`src/rtl/vga_timing_gen.sv`:
```
// Raster timing generator: free-running column/line counters with registered sync, blanking and position outputs.
// Outputs reflect the position held before each enabled edge; everything freezes while en is low.
module vga_timing_gen #(
  parameter int H_ACTIVE           = 640,
  parameter int H_FRONT_PORCH      = 16,
  parameter int HSYNC_PULSE_CYCLES = 96,
  parameter int H_BACK_PORCH       = 48,
  parameter int V_ACTIVE_LINES     = 480,
  parameter int V_FRONT_LINES      = 10,
  parameter int VSYNC_LINES        = 2,
  parameter int V_BACK_LINES       = 33
) (
  input  logic       clk,
  input  logic       rst_n,
  input  logic       en,
  output logic       hsync,
  output logic       vsync,
  output logic       data,
  output logic [9:0] col,
  output logic [9:0] row,
  output logic       line_start,
  output logic       frame_start
);

  localparam int H_TOTAL = H_ACTIVE + H_FRONT_PORCH + HSYNC_PULSE_CYCLES + H_BACK_PORCH;
  localparam int V_TOTAL = V_ACTIVE_LINES + V_FRONT_LINES + VSYNC_LINES + V_BACK_LINES;

  // Counters never narrower than the 10-bit position outputs.
  localparam int HCW = ($clog2(H_TOTAL) > 10) ? $clog2(H_TOTAL) : 10;
  localparam int VCW = ($clog2(V_TOTAL) > 10) ? $clog2(V_TOTAL) : 10;

  localparam logic [HCW-1:0] H_LAST     = HCW'(H_TOTAL - 1);
  localparam logic [HCW-1:0] H_ACT      = HCW'(H_ACTIVE);
  localparam logic [HCW-1:0] H_SYNC_BEG = HCW'(H_ACTIVE + H_FRONT_PORCH);
  localparam logic [HCW-1:0] H_SYNC_END = HCW'(H_ACTIVE + H_FRONT_PORCH + HSYNC_PULSE_CYCLES);

  localparam logic [VCW-1:0] V_LAST     = VCW'(V_TOTAL - 1);
  localparam logic [VCW-1:0] V_ACT      = VCW'(V_ACTIVE_LINES);
  localparam logic [VCW-1:0] V_SYNC_BEG = VCW'(V_ACTIVE_LINES + V_FRONT_LINES);
  localparam logic [VCW-1:0] V_SYNC_END = VCW'(V_ACTIVE_LINES + V_FRONT_LINES + VSYNC_LINES);

  logic [HCW-1:0] hc;
  logic [VCW-1:0] vc;
  logic           h_wrap;

  assign h_wrap = (hc == H_LAST);

  always_ff @(posedge clk or negedge rst_n) begin
    if (!rst_n) begin
      hc <= '0;
      vc <= '0;
    end else if (en) begin
      if (h_wrap) begin
        hc <= '0;
        vc <= (vc == V_LAST) ? '0 : vc + 1'b1;
      end else begin
        hc <= hc + 1'b1;
      end
    end
  end

  // Decode the pre-increment position, so outputs trail the counters by one enabled edge.
  always_ff @(posedge clk or negedge rst_n) begin
    if (!rst_n) begin
      hsync       <= 1'b1;
      vsync       <= 1'b1;
      data        <= 1'b0;
      col         <= '0;
      row         <= '0;
      line_start  <= 1'b0;
      frame_start <= 1'b0;
    end else if (en) begin
      hsync       <= !((hc >= H_SYNC_BEG) && (hc < H_SYNC_END));
      vsync       <= !((vc >= V_SYNC_BEG) && (vc < V_SYNC_END));
      data        <= (hc < H_ACT) && (vc < V_ACT);
      col         <= 10'(hc);
      row         <= 10'(vc);
      line_start  <= (hc == '0);
      frame_start <= (hc == '0) && (vc == '0);
    end else begin
      line_start  <= 1'b0;
      frame_start <= 1'b0;
    end
  end

endmodule

```
`config.mk`:
```
export PLATFORM = sky130hd
export DESIGN_NAME = vga_timing_gen
export DESIGN_NICKNAME = d
export VERILOG_FILES = /design/src/rtl/vga_timing_gen.sv
export SDC_FILE = /design/constraint.sdc
export NUM_CORES = 1
export LEC_CHECK = 0
export CAP_MARGIN = 20
export CORE_MARGIN = 2
export CORE_UTILIZATION = 52
export CTS_BUF_LIST = sky130_fd_sc_hd__clkbuf_4 sky130_fd_sc_hd__clkbuf_8 sky130_fd_sc_hd__clkbuf_16
export CTS_CLUSTER_DIAMETER = 100
export CTS_CLUSTER_SIZE = 10
export DETAILED_ROUTE_END_ITERATION = 7
export HOLD_SLACK_MARGIN = 0.05
export PLACE_DENSITY = 0.76
export SLEW_MARGIN = 20
export SYNTH_ARGS = -nofsm -noshare
export SYNTH_HDL_FRONTEND = slang
export SYNTH_SLANG_ARGS = --single-unit
```
`constraint.sdc`:
```
create_clock -name clk -period 2.5 [get_ports clk]
set_input_delay 0.25 -clock clk [delete_from_list [all_inputs] [get_ports clk]]
set_output_delay 0.25 -clock clk [all_outputs]
set_load 0.01 [all_outputs]
```
==> qor.csv <==
stage,metric,value,unit
sta,fin_setup_tns,0,ns
grt,grt_pass1_wl,6.87,mm
synth,synth_xor_area_frac,0.0432,
synth,synth_seq_area_share,0.556,
placement,place_area,2320,um2
synth,synth_edf_count,0,
critical_path,critPathBufInv,0,
layout,postLayoutCoreUtil,0.657,
layout,drive_above_1_share,0.164,
critical_path,slowest_delay,0.52,ns
clocking,clkSinkCount,45,
synth,synth_compound_area_frac,0.0475,
power_and_ir_drop,power_density,723,nW/um2
power_and_ir_drop,ir_drop,599,uV
critical_path,path_max_fanout,9,
layout,antennaDiodeCount,0,
floorplan,io_pins,28,
clocking,cts-resized-gates,0,
sta,slew_headroom,0.366,
synth,synthTopCellsByCount,"dfrtp_1, mux2_2, nand3_1",
synth,synthArstFlopShare,1.00,
sta,rsz0062_at_grt,false,
grt,grt_max_degree,46,
floorplan,dieArea,4420,um2
floorplan,die_w,66.5,um
critical_path,path_delay_family,simple AND/OR/NAND/NOR gates,
synth,yosysMostFrequentCell,dfrtp_1,
routing,detail-route-antenna-nets,0,
critical_path,start_kind,flop,
clocking,cts_hold_repair.buffers,0,
synth,muxShareOfSynthArea,0.116,
critical_path,r2r_end,vc[9]$_DFFE_PN0P_,
clocking,cts.htree.levels,2,
routing,dr_total_vias,1461,
synth,synthCells,173,
sta,post-route-period-util,0.766,
placement,dp_hpwl,2.65,mm
routing,drtIter0Drc,122,
run,cap_violations,0,
clocking,clock_latency,0.30,ns
critical_path,r2r-start,hc[0]$_DFFE_PN0P_,
sta,fmax,522,MHz
critical_path,cp_num_cells,5,
clocking,cts_buffers,5,
layout,final_cell_area,2440,um2
synth,synth_top_area_frac,0.530,
critical_path,worstSetupPathType,flop to flop,
sta,hold-worst-slack,0.0904,ns
critical_path,reg2reg_depth,5,
min_path,hp-class,input port to async pin,
critical_path,cp-startpoint,hc[0]$_DFFE_PN0P_,
sta,final-setup-viol-count,0,
layout,fin_nets,208,
synth,avgSynthCellArea,11.7,um2
synth,synthAdderAreaFrac,0.0308,
critical_path,crit_path_end,vc[9]$_DFFE_PN0P_,
layout,register_area,1130,um2
synth,synth_area_leader_cell,dfrtp_1,
critical_path,crit_required,2.72,ns
clocking,cts_tree,done,
critical_path,crit_arrival,2.13,ns
synth,syn_area,2030,um2
grt,overflow,0,
routing,remaining_drc_errors,0,
clocking,cts-root-buf,clkbuf_8,
synth,synth_cell_type_count,34,
synth,yosysWarnings,0,
sta,finalCriticalPeriod,1.91,ns
routing,routed_wl,3.93,mm
synth,ys.flop_type,dfrtp_1,
synth,synth.net_count,181,
critical_path,slowest_stage,or4_1,
grt,grt_antenna_before_repair,0,
synth,yosys-top-cells-area,"dfrtp_1, mux2_2, nand3_1",
synth,yosys.area_share.simple,0.175,
routing,first_pass_iters,4,
placement,port_buffers,27,
clocking,post_cts_buffers,0,
floorplan,coreArea,3720,um2
layout,multiInputGateArea,837,um2
routing,wl_per_cell,15.8,um
power_and_ir_drop,p_leak,1.11,nW
clocking,path_clk_slew,0.09,ns
placement,gp_congestion,0.819,
critical_path,reg2reg_slack,0.59,ns
sta,worstMarginPinSlew,0.951,ns
status,status,finished clean,
synth,synth_top_family_by_area,simple AND/OR/NAND/NOR gates,
floorplan,initial_core_util,0.546,
layout,fill_cells,296,
clocking,clock_path_buffers,2,
critical_path,end_kind,flop,
layout,area_growth,20.3,%
sta,hold_viol,0,
floorplan,row_count,22,
grt,grt_pass1_vias,1461,
synth,ys_ff_latch,45,
critical_path,path_cells,ha_1 > and4_1 > nand3_4 > or4_1 > a22oi_1,
sta,clock_skew,0.00980,ns
grt,track_usage,0.207,
routing,vias_per_cell,5.87,
floorplan,die_y,66.5,um
sta,drv_slew,0,
[kinds of logic after synthesis]
family / after synthesis
simple gates: 61
flops: 45
mux: 21
compound gates: 17
buf+inv: 14
xor+xnor: 10
fa+ha+maj: 5
[flip-flops by register name (all words and copies together) (netlist names), 10 cells and up]
name,flops
col,10
hc,10
row,10
vc,10
[per-layer routing]
metal	vias up	GRT usage	wire (um)
met2	48	0.341	1950
met3	7	0.0524	240
met5	-	0	0
met4	0	0.0791	59
met1	737	0.262	1680
li1	669	-	-
[cell type report]
| class | instances | share of cell area |
|---|---|---|
| well taps | 48 | 0.0246 |
| clock buffers | 7 | 0.0369 |
| clock inverters | 1 | 0.0123 |
| repair buffers | 28 | 0.112 |
| multi-input cells | 114 | 0.343 |
| inverters | 6 | 0.00923 |
| flip-flops and latches | 45 | 0.462 |
[worst min path at each step]
| stage | to | slack (ns) | start |
|---|---|---|---|
| after CTS | frame_start$_DFF_PN0_ | 0.14 | rst_n |
| final | frame_start$_DFF_PN0_ | 0.09 | rst_n |
| after global placement | row[4]$_DFFE_PN0P_ | 0.45 | rst_n |
| after floorplan | col[0]$_DFFE_PN0P_ | -0.05 | rst_n |
| after global routing | frame_start$_DFF_PN0_ | 0.17 | rst_n |
| after detailed placement | frame_start$_DFF_PN0_ | 0.47 | rst_n |
[report_power, final]
part | internal, W | leakage (nW) | switching (W) | total [W]
Sequential | 0.000808 | 0.555 | 0.0000953 | 0.000904
Combinational | 0.000155 | 0.494 | 0.000129 | 0.000284
Clock | 0.000337 | 0.0619 | 0.000241 | 0.000578
Total | 0.00130 | 1.11 | 0.000466 | 0.00177
[placed cells by master, fill, tap and decap left out, types with 2 or more instances in the layout]
cell type and instances:
nand2_1 8, xnor2_1 4, a21oi_1 4, nor4_1 2, clkdlybuf4s50_1 26, xor2_1 6, dfstp_2 2, inv_1 6
dfrtp_1 43, nor3_1 3, ha_1 5, nor2_1 7, clkbuf_8 6, mux2_2 20, or4_1 2, nor2b_1 3
nand3_1 14, o21ai_0 9, and4_1 3, nor4b_1 2, nand4_1 5, and3_1 7
[per-stage QoR]
stage               power [W]  setup slack [ns]  cells
CTS                   0.00178             0.596    249
global placement      0.00119             0.536    241
finish                0.00177             0.585    249
floorplan             0.00107             0.842    173
global route          0.00185             0.444    249
detailed placement    0.00120             0.493    241
(Power assumes the default switching activity.)
